### config.mk
export PLATFORM = sky130hd
export DESIGN_NAME = decoder_32bit_seq
export DESIGN_NICKNAME = d
export VERILOG_FILES = /design/src/rtl/decoder_pkg.sv /design/src/rtl/decoder_fifo2.sv /design/src/rtl/decoder_32bit_seq.sv
export SDC_FILE = /design/constraint.sdc
export NUM_CORES = 1
export LEC_CHECK = 0
export ABC_AREA = 1
export CORE_MARGIN = 5
export CORE_UTILIZATION = 35
export DETAILED_ROUTE_END_ITERATION = 7
export PLACE_DENSITY = 0.64
export SLEW_MARGIN = 20
export SYNTH_ARGS = -nofsm -noshare
export SYNTH_HDL_FRONTEND = slang
export SYNTH_SLANG_ARGS = --single-unit
### constraint.sdc
create_clock -name clk -period 3.4 [get_ports clk]
set_clock_uncertainty 0.05 [all_clocks]
set_input_delay 0.51 -clock clk [delete_from_list [all_inputs] [get_ports clk]]
set_output_delay 0.51 -clock clk [all_outputs]
set_load 0.005 [all_outputs]
### src/rtl/decoder_pkg.sv
`default_nettype none
// ============================================================================
// Module   : decoder_pkg
// Brief    : Shared widths, FSM state type and idle/line encoding for the
//            sequenced 5-to-32 decoder. DECODER_ACTIVE_LOW_EN selects
//            inverted (one-cold) output polarity.
// Revision : 1.0 - initial release
// ============================================================================
package decoder_pkg;

    localparam int IDX_W = 5;
    localparam int OUT_W = 32;

    typedef enum logic [1:0] {
        IDLE = 2'd0,
        HOLD = 2'd1,
        WAIT = 2'd2
    } state_t;

`ifdef DECODER_ACTIVE_LOW_EN
    localparam logic [OUT_W-1:0] OUT_IDLE = {OUT_W{1'b1}};
`else
    localparam logic [OUT_W-1:0] OUT_IDLE = {OUT_W{1'b0}};
`endif

    // XOR with the idle pattern turns one-hot into one-cold when inverted.
    function automatic logic [OUT_W-1:0] decode_idx(input logic [IDX_W-1:0] idx);
        logic [OUT_W-1:0] v;
        v      = '0;
        v[idx] = 1'b1;
        return v ^ OUT_IDLE;
    endfunction

endpackage
`default_nettype wire

### src/rtl/decoder_fifo2.sv
`default_nettype none
// ============================================================================
// Module   : decoder_fifo2
// Brief    : Two-entry index FIFO with 1-bit pointers and occupancy count.
// Revision : 1.0 - initial release
// ============================================================================
module decoder_fifo2
    import decoder_pkg::*;
(
    input  logic             clk,
    input  logic             rst,
    input  logic             i_push,
    input  logic             i_pop,
    input  logic [IDX_W-1:0] i_data,
    output logic [IDX_W-1:0] o_data,
    output logic [1:0]       o_count,
    output logic             o_full,
    output logic             o_empty
);

    logic [IDX_W-1:0] r_mem [0:1];
    logic             r_wptr;
    logic             r_rptr;
    logic [1:0]       r_count;
    logic             w_do_push;
    logic             w_do_pop;

    assign w_do_push = i_push && !o_full;
    assign w_do_pop  = i_pop && !o_empty;

    always_ff @(posedge clk) begin
        if (w_do_push) begin
            r_mem[r_wptr] <= i_data;
        end
    end

    always_ff @(posedge clk) begin
        if (rst) begin
            r_wptr  <= 1'b0;
            r_rptr  <= 1'b0;
            r_count <= 2'd0;
        end else begin
            if (w_do_push) begin
                r_wptr <= ~r_wptr;
            end
            if (w_do_pop) begin
                r_rptr <= ~r_rptr;
            end
            case ({w_do_push, w_do_pop})
                2'b10:   r_count <= r_count + 2'd1;
                2'b01:   r_count <= r_count - 2'd1;
                default: r_count <= r_count;
            endcase
        end
    end

    assign o_data  = r_mem[r_rptr];
    assign o_count = r_count;
    assign o_full  = (r_count == 2'd2);
    assign o_empty = (r_count == 2'd0);

endmodule
`default_nettype wire

### src/rtl/decoder_32bit_seq.sv
`default_nettype none
// ============================================================================
// Module   : decoder_32bit_seq
// Brief    : Buffered 5-to-32 decoder; each strobe is held for at least
//            HOLD_CYCLES cycles then released on out_ready. Define
//            DECODER_ACTIVE_LOW_EN for one-cold (inverted) output.
// Revision : 1.0 - initial release
// ============================================================================
module decoder_32bit_seq
    import decoder_pkg::*;
#(
    parameter int HOLD_CYCLES = 1
) (
    input  logic             clk,
    input  logic             rst,
    input  logic [IDX_W-1:0] i,
    input  logic             gs,
    output logic             in_ready,
    output logic [OUT_W-1:0] out,
    output logic             out_valid,
    input  logic             out_ready,
    output logic             eo
);

    localparam int             CNT_W        = $clog2(HOLD_CYCLES + 1);
    localparam logic [CNT_W-1:0] c_cnt_load = CNT_W'(HOLD_CYCLES - 1);
    localparam state_t         c_load_state = (HOLD_CYCLES == 1) ? WAIT : HOLD;

    state_t           r_state;
    state_t           w_state_next;
    logic [CNT_W-1:0] r_cnt;
    logic [CNT_W-1:0] w_cnt_next;
    logic [OUT_W-1:0] r_out;
    logic [OUT_W-1:0] w_out_next;
    logic             r_valid;
    logic             w_valid_next;

    logic             w_push;
    logic             w_pop;
    logic [IDX_W-1:0] w_fifo_data;
    logic [1:0]       w_count;
    logic             w_full;
    logic             w_empty;

    assign in_ready = !w_full && !rst;
    assign w_push   = gs && in_ready;

    decoder_fifo2 u_fifo (
        .clk     (clk),
        .rst     (rst),
        .i_push  (w_push),
        .i_pop   (w_pop),
        .i_data  (i),
        .o_data  (w_fifo_data),
        .o_count (w_count),
        .o_full  (w_full),
        .o_empty (w_empty)
    );

    always_comb begin
        w_state_next = r_state;
        w_cnt_next   = r_cnt;
        w_out_next   = r_out;
        w_valid_next = r_valid;
        w_pop        = 1'b0;

        case (r_state)
            IDLE: begin
                w_pop = !w_empty;
            end
            HOLD: begin
                w_cnt_next = r_cnt - 1'b1;
                if (r_cnt == CNT_W'(1)) begin
                    w_state_next = WAIT;
                end
            end
            WAIT: begin
                if (out_ready) begin
                    if (!w_empty) begin
                        w_pop = 1'b1;
                    end else begin
                        w_out_next   = OUT_IDLE;
                        w_valid_next = 1'b0;
                        w_state_next = IDLE;
                    end
                end
            end
            default: begin
                w_state_next = IDLE;
            end
        endcase

        // A pop always coincides with loading the next strobe (back-to-back).
        if (w_pop) begin
            w_state_next = c_load_state;
            w_cnt_next   = c_cnt_load;
            w_out_next   = decode_idx(w_fifo_data);
            w_valid_next = 1'b1;
        end
    end

    always_ff @(posedge clk) begin
        if (rst) begin
            r_state <= IDLE;
            r_cnt   <= '0;
            r_out   <= OUT_IDLE;
            r_valid <= 1'b0;
        end else begin
            r_state <= w_state_next;
            r_cnt   <= w_cnt_next;
            r_out   <= w_out_next;
            r_valid <= w_valid_next;
        end
    end

    assign out       = r_out;
    assign out_valid = r_valid;
    assign eo        = (w_count == 2'd0) && (r_state == IDLE);

endmodule
`default_nettype wire

==> summary.md <==
| Metric | Value |
|---|---|
| Most frequent cells in the layout | `104 x nor2_1, 46 x inv_1, 43 x clkdlybuf4s50_1` |
| Mux cell area share after synthesis | `0%` |
| Simple-Gate Fraction of Synth Area | `38.0%` |
| Most used cell, CP | `clkdlybuf4s50_1` |
| Reg area | `~1100 µm²` |
| First-pass GRT wire length | `between 7 and 8 mm` |
| Worst hold path type | `reg2reg` |
| Syn nets | `between 300 and 400` |
| Die Ht | `between 80 and 90 µm` |
| Final Power | `1730 µW` |
| Xor-xnor portion of the synthesized cell area | `0%` |
| Period utilization | `between 60% and 70%` |
| Hold Path Origin | `u_fifo.r_rptr$_SDFFE_PP0P_` |
| Final instance area | `2790 µm²` |
| Yosys cell types | `18` |
| Final antenna-violating net count | `0` |
| Gr usage total | `12.5%` |
| Critical path peak fanout | `2` |
| # rows | `28` |
| P&R area growth vs syn | `26.8%` |
| Switching Fraction | `39.7%` |
| Clock power share | `23.2%` |
| Critical path class | `in2out` |
| Synthesized instance count | `300` |
| Critical path origin | `rst` |
| Num CTS Buffers | `5` |
| WHS Path Cells | `1` |
| Cells resized by post-CTS repair | `0` |
| Slew headroom | `65.8%` |
| Vias post-DR | `between 1500 and 2000` |
| Finished Core Util | `between 40 and 50%` |
| Ant diodes | `0` |
| Post-DP HPWL | `between 3 and 4 mm` |
| Complex-gate fraction of the synthesized area | `under 10%` |
| WL/cell | `around 11 µm` |
| Initial antenna violation count | `0` |
| Crit end category | `primary output` |
| Clock transition at path regs | `0.09 ns` |
| Largest net degree at the start of global routing | `35` |
| RePlAce Congestion | `approximately 0.76` |
| Crit-path cells | `clkdlybuf4s50_1 -> a21oi_1 -> clkdlybuf4s50_1` |
| Leakage | `0.00101 µW` |
| R2R cell count | `7` |
| RSZ-0062 raised after global routing | `false` |
| Commonest non-fill, non-tap cell in the layout | `nor2_1` |
| Vias in the first global route | `approximately 1700` |
| Register bit total from synthesis | `48` |
| Post-place setup slack | `1.21 ns` |
| Total I/O pin count | `44` |
| Pint | `roughly 1000 µW` |
| Drt first pass iters | `4` |
| Layout cells sized above 1 | `a little over an eighth` |
| Fillers | `~630` |
| Die area | `7970 µm²` |
| Req. time, crit path | `around 2.8 ns` |
| Fmax | `around 460 MHz` |
| Initial Util | `between 30% and 40%` |
| Later-pin clock latency in the skew report | `roughly 0.30 ns` |
| Clock buffer depth | `2` |
| Max-Cap Viols | `0` |
| Final slew viol count | `0` |
| Nets | `354` |
| Final hold vios | `0` |
| Gr ovfl total | `0` |
| Multi-input logic area | `900 µm²` |
| Instance area at placement | `approximately 2700 µm²` |
| Initial DRC Count | `between 80 and 90` |
| WL final | `about 4.5 mm` |
| Peak supply drop | `just under 800 µV` |
| Flop pwr share | `about two fifths` |
| Register area share after synthesis | `roughly 48%` |
| CP max-delay cell | `clkdlybuf4s50_1` |
| Clock root cell | `clkbuf_8` |
| Measured slew at the worst slew-check pin | `0.514 ns` |
| CP max stage delay | `~0.53 ns` |
| Crit path launch type | `input pin` |
| Fin worst setup slack | `1.22 ns` |
| Yosys warns | `0` |
| Port Buf Inserts | `43` |
| Remaining DRCs | `0` |
| NetSw | `between 600 and 700 µW` |
| Final setup vio count | `0` |
| Core area | `approximately 6000 µm²` |
| Mapped Area | `2200 µm²` |
| WP data arrival | `approximately 1.6 ns` |
| CTS Hold Bufs | `0` |
| Main combinational cell family by area after synthesis | `simple AND/OR/NAND/NOR gates` |
| # Post-CTS Setup Buffers | `0` |
| Setup_tns | `0 ns` |
| Adder-Cell Fraction of Synth Area | `less than 1%` |
| H-tree lvl count | `2` |
| CTS tree | `done` |
| Power Density | `between 600 and 700 nW/µm²` |
| Avg Vias per Cell | `between 4 and 5` |
| Avg Cell Area, Syn | `~7.3 µm²` |
| Clock Sink Count | `48` |
| Die Width | `between 80 and 90 µm` |
| Gate power share | `a little under two fifths` |
| Status | `finished, final reports clean` |
| Tmin final | `between 2 and 2.5 ns` |
[registers in the layout (all words and copies together), names as in the netlist, named ones only]
register / cells
u_fifo.r_wptr: 1
r_state: 1
out: 32
u_fifo.r_mem: 10
u_fifo.o_count: 2
u_fifo.r_rptr: 1
[area by class of cell]
cell class / instances / share of cell area (%)
tap: 75 / 3.36
multi-input combinational: 195 / 32.2
timing repair buffer: 45 / 16.0
sequential: 48 / 38.0
inverter: 49 / 6.59
clock buffer: 5 / 2.47
clock inverter: 3 / 1.35
[through the flow]
step                      instances  hold slack (ns)
after floorplan                 300            0.376
after global placement          412            0.392
after detailed placement        412            0.397
after CTS                       420            0.412
after global routing            420            0.451
final                           420            0.413
[cells by family (layout without fill, tap and decap cells)]
logic type / Yosys count / in the layout
buffers and inverters: 57 / 102
adders and majority gates: 1 / 1
AOI/OAI and AO/OA: 10 / 10
DFF: 48 / 48
and+or+nand+nor: 184 / 184
[worst paths after layout]
path,endpoint,slack (ns)
max reg2reg,out[28]$_SDFFE_PP0P_,1.53
min reg2reg,u_fifo.r_rptr$_SDFFE_PP0P_,0.41
max,in_ready,1.22
min,u_fifo.r_rptr$_SDFFE_PP0P_,0.41
[synthesized netlist by cell type, drive strengths merged]
cell	n	share of area, %
edfxtp	10	14
inv	48	8.2
clkinv	1	0.17
nand2	33	5.6
o21ai	4	0.91
buf	4	1.9
a21oi	6	1.4
ha	1	0.57
nor2	139	29
nand3	12	3.2
dfxtp	38	35
clkbuf	4	0.68
[critical path, delay by kind of cell]
kind            cells  cell delay, ns
compound gates      1            0.16
buf+inv             2            0.95
[power by group through the flow]
stage / Combinational [µW] / Clock, µW / Sequential [µW]
2_1_floorplan: 539 / 0 / 679
3_3_place_gp: 644 / 0 / 695
3_5_place_dp: 650 / 0 / 697
4_1_cts: 654 / 411 / 684
5_1_grt: 733 / 430 / 693
6_report: 647 / 402 / 683
[layer usage]
metal  share of wire (%)  up-vias  track usage, %
li1                    -      968               -
met1                  45      776            15.6
met2                  46       35            20.4
met3                 6.6        8            3.59
met4                 1.7        0            4.87
met5                   0        -               0
Note: power is estimated with default switching activity, not from simulation.
